### src/rtl/bin2bcd_pkg.sv
// bin2bcd_pkg: shared definitions for the sequential binary-to-BCD converter.
//   - FSM state encodings (IDLE, SHIFT, DONE)
//   - min_digits(): decimal digits needed to hold any BIN_W-bit unsigned value
package bin2bcd_pkg;

  localparam logic [1:0] ST_IDLE  = 2'd0;
  localparam logic [1:0] ST_SHIFT = 2'd1;
  localparam logic [1:0] ST_DONE  = 2'd2;

  // ceil(width * log10(2)) in fixed point; log10(2) ~= 0.301029996.
  // The rounding term is one unit below 1e9, so exact multiples are not bumped.
  function automatic int min_digits(input int width);
    longint unsigned num;
    longint unsigned quo;
    num = {32'd0, width} * 64'd301029996 + 64'd999999999;
    quo = num / 64'd1000000000;
    return int'(quo[31:0]);
  endfunction

endpackage

### src/rtl/bcd_digit_adj.sv
// bcd_digit_adj: double-dabble digit correction.
// Ports:
//   din  - 4-bit working BCD digit before the shift
//   dout - din + 3 when din >= 5, otherwise din unchanged
module bcd_digit_adj
  import bin2bcd_pkg::*;
(
  input  logic [3:0] din,
  output logic [3:0] dout
);

  always_comb begin
    dout = (din >= 4'd5) ? din + 4'd3 : din;
  end

endmodule

### src/rtl/bin2bcd_seq.sv
// bin2bcd_seq: clocked shift-and-add-3 binary-to-BCD converter, one bit per clock.
// Ports:
//   clk, reset    - clock and synchronous active-high reset
//   start, bin    - conversion request and operand (captured while ready=1)
//   ready         - idle, able to accept start
//   done          - one-cycle pulse; bcd/ovf/ndigits valid from this cycle on
//   bcd           - packed BCD result, digit 0 in [3:0]
//   ovf           - value did not fit in DIGITS digits (bcd holds value mod 10^DIGITS)
//   ndigits       - significant digit count, 1..DIGITS
//
// state    | meaning
// ---------+------------------------------------------------
// ST_IDLE  | ready, waiting for start
// ST_SHIFT | adjust + shift one bit per cycle, BIN_W cycles
// ST_DONE  | done pulse, results presented on outputs
module bin2bcd_seq
  import bin2bcd_pkg::*;
#(
  parameter int BIN_W  = 8,
  parameter int DIGITS = 3,
  parameter int NDIG_W = 3
) (
  input  logic                  clk,
  input  logic                  reset,
  input  logic                  start,
  input  logic [BIN_W-1:0]      bin,
  output logic                  ready,
  output logic                  done,
  output logic [4*DIGITS-1:0]   bcd,
  output logic                  ovf,
  output logic [NDIG_W-1:0]     ndigits
);

  localparam int BCD_W = 4 * DIGITS;
  localparam int CNT_W = $clog2(BIN_W + 1);

  logic [1:0]        state_q, state_d;
  logic [CNT_W-1:0]  cnt_q, cnt_d;
  logic [BIN_W-1:0]  bin_sr_q, bin_sr_d;
  logic [BCD_W-1:0]  work_q, work_d;
  logic              flag_q, flag_d;
  logic [BCD_W-1:0]  bcd_q, bcd_d;
  logic              ovf_q, ovf_d;
  logic [NDIG_W-1:0] nd_q, nd_d;

  logic [BCD_W-1:0]  work_adj;
  logic [BCD_W-1:0]  work_shift;

  for (genvar g = 0; g < DIGITS; g++) begin : g_adj
    bcd_digit_adj u_adj (
      .din  (work_q[4*g +: 4]),
      .dout (work_adj[4*g +: 4])
    );
  end

  // The MSB of work_adj is the bit lost off the top digit on this shift.
  assign work_shift = {work_adj[BCD_W-2:0], bin_sr_q[BIN_W-1]};

  function automatic logic [NDIG_W-1:0] count_digits(input logic [BCD_W-1:0] v);
    logic [NDIG_W-1:0] n;
    n = NDIG_W'(1);
    for (int i = 0; i < DIGITS; i++) begin
      if (v[4*i +: 4] != 4'd0) n = NDIG_W'(i + 1);
    end
    return n;
  endfunction

  always_comb begin
    state_d  = state_q;
    cnt_d    = cnt_q;
    bin_sr_d = bin_sr_q;
    work_d   = work_q;
    flag_d   = flag_q;
    bcd_d    = bcd_q;
    ovf_d    = ovf_q;
    nd_d     = nd_q;
    case (state_q)
      ST_IDLE: begin
        if (start) begin
          bin_sr_d = bin;
          work_d   = '0;
          flag_d   = 1'b0;
          cnt_d    = CNT_W'(BIN_W);
          state_d  = ST_SHIFT;
        end
      end
      ST_SHIFT: begin
        work_d   = work_shift;
        bin_sr_d = bin_sr_q << 1;
        flag_d   = flag_q | work_adj[BCD_W-1];
        cnt_d    = cnt_q - CNT_W'(1);
        if (cnt_q == CNT_W'(1)) begin
          state_d = ST_DONE;
          // Results are loaded on the edge into DONE so they are already
          // valid while done is high.
          bcd_d   = work_shift;
          ovf_d   = flag_d;
          nd_d    = flag_d ? NDIG_W'(DIGITS) : count_digits(work_shift);
        end
      end
      ST_DONE: begin
        state_d = ST_IDLE;
      end
      default: begin
        state_d = ST_IDLE;
      end
    endcase
  end

  always_ff @(posedge clk) begin
    if (reset) begin
      state_q  <= ST_IDLE;
      cnt_q    <= '0;
      bin_sr_q <= '0;
      work_q   <= '0;
      flag_q   <= 1'b0;
      bcd_q    <= '0;
      ovf_q    <= 1'b0;
      nd_q     <= NDIG_W'(1);
    end else begin
      state_q  <= state_d;
      cnt_q    <= cnt_d;
      bin_sr_q <= bin_sr_d;
      work_q   <= work_d;
      flag_q   <= flag_d;
      bcd_q    <= bcd_d;
      ovf_q    <= ovf_d;
      nd_q     <= nd_d;
    end
  end

  assign ready   = (state_q == ST_IDLE);
  assign done    = (state_q == ST_DONE);
  assign bcd     = bcd_q;
  assign ovf     = ovf_q;
  assign ndigits = nd_q;

endmodule
### config.mk
export PLATFORM = sky130hd
export DESIGN_NAME = bin2bcd_seq
export DESIGN_NICKNAME = d
export VERILOG_FILES = /design/src/rtl/bin2bcd_pkg.sv /design/src/rtl/bcd_digit_adj.sv /design/src/rtl/bin2bcd_seq.sv
export SDC_FILE = /design/constraint.sdc
export NUM_CORES = 1
export LEC_CHECK = 0
export CAP_MARGIN = 25
export CORE_MARGIN = 10
export CORE_UTILIZATION = 50
export CTS_CLUSTER_DIAMETER = 200
export DETAILED_ROUTE_END_ITERATION = 8
export HOLD_SLACK_MARGIN = 0.15
export PLACE_DENSITY = 0.79
export SYNTH_ARGS = -nofsm -noshare
export SYNTH_HDL_FRONTEND = slang
export SYNTH_SLANG_ARGS = --single-unit
### constraint.sdc
create_clock -name clk -period 2.63 [get_ports clk]
set_clock_uncertainty 0.2 [all_clocks]
set_input_delay 0.3945 -clock clk [delete_from_list [all_inputs] [get_ports clk]]
set_output_delay 0.3945 -clock clk [all_outputs]
set_load 0.1 [all_outputs]
==> results.sh <==
export IMPL_postCtsSetupRepairBufs=0
export IMPL_die_height_um=84.2
export IMPL_setup_viol=0
export IMPL_antenna_cells=0
export IMPL_hold_viol=0
export IMPL_worstPathRequired_ns=2.62
export IMPL_final_max_slew_viol_count=0
export IMPL_fin_hold_ws_ns=0.256
export IMPL_ys_seq_elements=42
export IMPL_layout_commonest_cell="nor2_1"
export IMPL_cts_htree_levels=2
export IMPL_dpl_instance_area_um2=2320
export IMPL_worst_path_buf_inv=1
export IMPL_synth_top_area_share_pct=40.8
export IMPL_cts_buffers_inserted=5
export IMPL_area_delta_synth_final_pct=16.8
export IMPL_grt_overflow_total=0
export IMPL_post_drt_wl_per_cell_um=12.9
export IMPL_syn_num_nets=272
export IMPL_grt_pass1_wl_um=7450
export IMPL_synthesis_instances=253
export IMPL_hpwlAfterDp_um=2980
export IMPL_num_rows=23
export IMPL_critPathKind="flip-flop to flip-flop"
export IMPL_grt_max_degree=43
export IMPL_cts_tree="done"
export IMPL_crit_chain="inv_1 -> ha_1 -> nand2b_1 -> a21oi_2 -> mux2i_1 -> nor4_1 -> a211o_1"
export IMPL_start_util_pct=51.6
export IMPL_min_period_ns=2.03
export IMPL_root_buffer="clkbuf_8"
export IMPL_maxCapViolCount=0
export IMPL_yosysWarnings=0
export IMPL_drive_gt1_share_pct=14.4
export IMPL_synth_cell_types=40
export IMPL_drc=0
export IMPL_cp_max_fo=3
export IMPL_yosys_area_top_type="dfxtp_1"
export IMPL_antenna_found_initial=0
export IMPL_worstMarginPinSlew_ns=0.718
export IMPL_fmax_ghz=0.492
export IMPL_die_w_um=84.2
export IMPL_seq_area_um2=841
export IMPL_drt_total_wl_um=4200
export IMPL_rsz0062_at_grt="false"
export IMPL_grt_pass1_vias=1654
export IMPL_synth_area_leaders="dfxtp_1, nor2_1, a21oi_1"
export IMPL_postCtsHoldBufs=0
export IMPL_first_pass_iters=4
export IMPL_p_per_area_nw_per_um2=541
export IMPL_endpoint_kind="flip-flop"
export IMPL_max_stage_delay_ns=0.36
export IMPL_power_w=0.00130
export IMPL_cts_sink_count=42
export IMPL_finalSetupTns_ns=0
export IMPL_final_cell_mix="nor2_1, dfxtp_1, a21oi_1, buf_4, nand2_1"
export IMPL_n_fill_cell=370
export IMPL_portBuffers=27
export IMPL_dieArea_um2=7100
export IMPL_fin_area_um2=2410
export IMPL_path_clk_slew_ns=0.08
export IMPL_irDropWorstVdd_v=0.000341
export IMPL_cts_buffer_depth=2
export IMPL_route_antenna_remaining_nets=0
export IMPL_vias_per_cell=5.28
export IMPL_finalNetCount=295
export IMPL_cp_slowest_cell="dfxtp_1"
export IMPL_run_status="complete, no violations"
export IMPL_io_pins=29
export IMPL_track_usage_pct=12.3
export IMPL_finish_utilization_pct=60.2
export IMPL_hp_class="flip-flop to flip-flop"
export IMPL_first_iter_violations=99
export IMPL_p_leak_nw=0.960
export IMPL_postSynthAreaPerCell_um2=8.16
export IMPL_ys_seq_area_share_pct=40.8
export IMPL_cp_arrival_ns=2.02
export IMPL_crit_family="compound AO/OA/AOI/OAI gates"
export IMPL_multi_input_area_um2=1100
export IMPL_core_area_um2=4000
export IMPL_num_vias=1726
export IMPL_maxSlewHeadroom_pct=52.1
export IMPL_gp_congestion=0.768
export IMPL_syn_area_um2=2060
export IMPL_cts_resized=0
export IMPL_period_share_pct=77.2
export IMPL_worstSetupStartpointType="flip-flop"
export IMPL_worstSkewPairLatency_ns=0.30
-- layout make-up --
| cell class | count | share of cell area (%) |
|---|---|---|
| Timing Repair Buffer | 32 | 11.0 |
| Clock inverter | 1 | 0.208 |
| Clock buffer | 7 | 3.58 |
| Inverter | 13 | 2.02 |
| Sequential cell | 42 | 34.9 |
| Multi-Input combinational cell | 182 | 45.7 |
| Tap cell | 50 | 2.60 |
-- cells by family after synthesis --
| family | after synthesis | share of synthesized area [%] |
|---|---|---|
| other | 1 | 0.182 |
| multiplexers | 8 | 4.06 |
| AND/OR/NAND/NOR | 105 | 25.0 |
| adder cells (fa/ha/maj) | 8 | 4.85 |
| XOR/XNOR | 3 | 1.27 |
| AO/OA/AOI/OAI | 57 | 17.8 |
| buffers and inverters | 29 | 6.00 |
| flip-flops | 42 | 40.8 |
-- routing by layer --
metal	global-route usage [%]	up-vias	part of all wire [%]
met5	0	-	0
met4	4.26	0	1.4
met3	4.73	7	6.5
met2	19.9	35	44
met1	14.5	780	48
li1	-	904	-
-- sequential cells by signal, summed over array words and instances, names as in the netlist --
| signal | cells |
|---|---|
| ndigits | 2 |
| work_q | 12 |
| cnt_q | 4 |
| bcd | 12 |
| state_q | 2 |
| flag_q | 1 |
| bin_sr_q | 8 |
| ovf | 1 |
-- worst register-to-register path, stage by stage, from the launching register on --
cell	delay (ns)
dfxtp_1	0.36
inv_1	0.08
ha_1	0.17
nand2b_1	0.16
a21oi_2	0.20
mux2i_1	0.35
nor4_1	0.14
a211o_1	0.27
-- worst paths after layout --
check             cells after the start  slack [ns]          to  startpoint
setup / recovery                      7        0.60  ndigits[0]   work_q[5]
hold / removal                        2        0.26      bcd[5]      bcd[5]
setup reg to reg                      7        0.60  ndigits[0]   work_q[5]
hold reg to reg                       2        0.26      bcd[5]      bcd[5]
-- power by group --
group          switching [W]  internal (W)  total, W
Combinational       0.000125     0.0000666  0.000191
Clock               0.000223      0.000212  0.000435
Sequential         0.0000191      0.000659  0.000679
Total               0.000367      0.000938   0.00130
-- cells in the mapped netlist (all sizes together) --
cell	number
a211o	1
a211oi	12
a21oi	24
a22oi	10
a311oi	1
a32oi	1
and2	1
buf	9
clkbuf	7
conb	1
dfxtp	42
ha	8
inv	13
mux2	3
mux2i	5
nand2	17
nand2b	7
nand3	2
nand3b	2
nand4b	1
nor2	50
nor2b	5
nor3	12
nor3b	4
nor4	1
o21ai	7
o22ai	1
or2	1
or2b	1
or3	1
xnor2	3
-- stage by stage --
| stage | std cells | worst slack, ns |
|---|---|---|
| floorplan | 253 | 0.0654 |
| global placement | 319 | 0.403 |
| detailed placement | 319 | 0.345 |
| CTS | 327 | 0.610 |
| global route | 327 | 0.431 |
| finish | 327 | 0.599 |
Note: power is estimated with default switching activity, not from simulation.
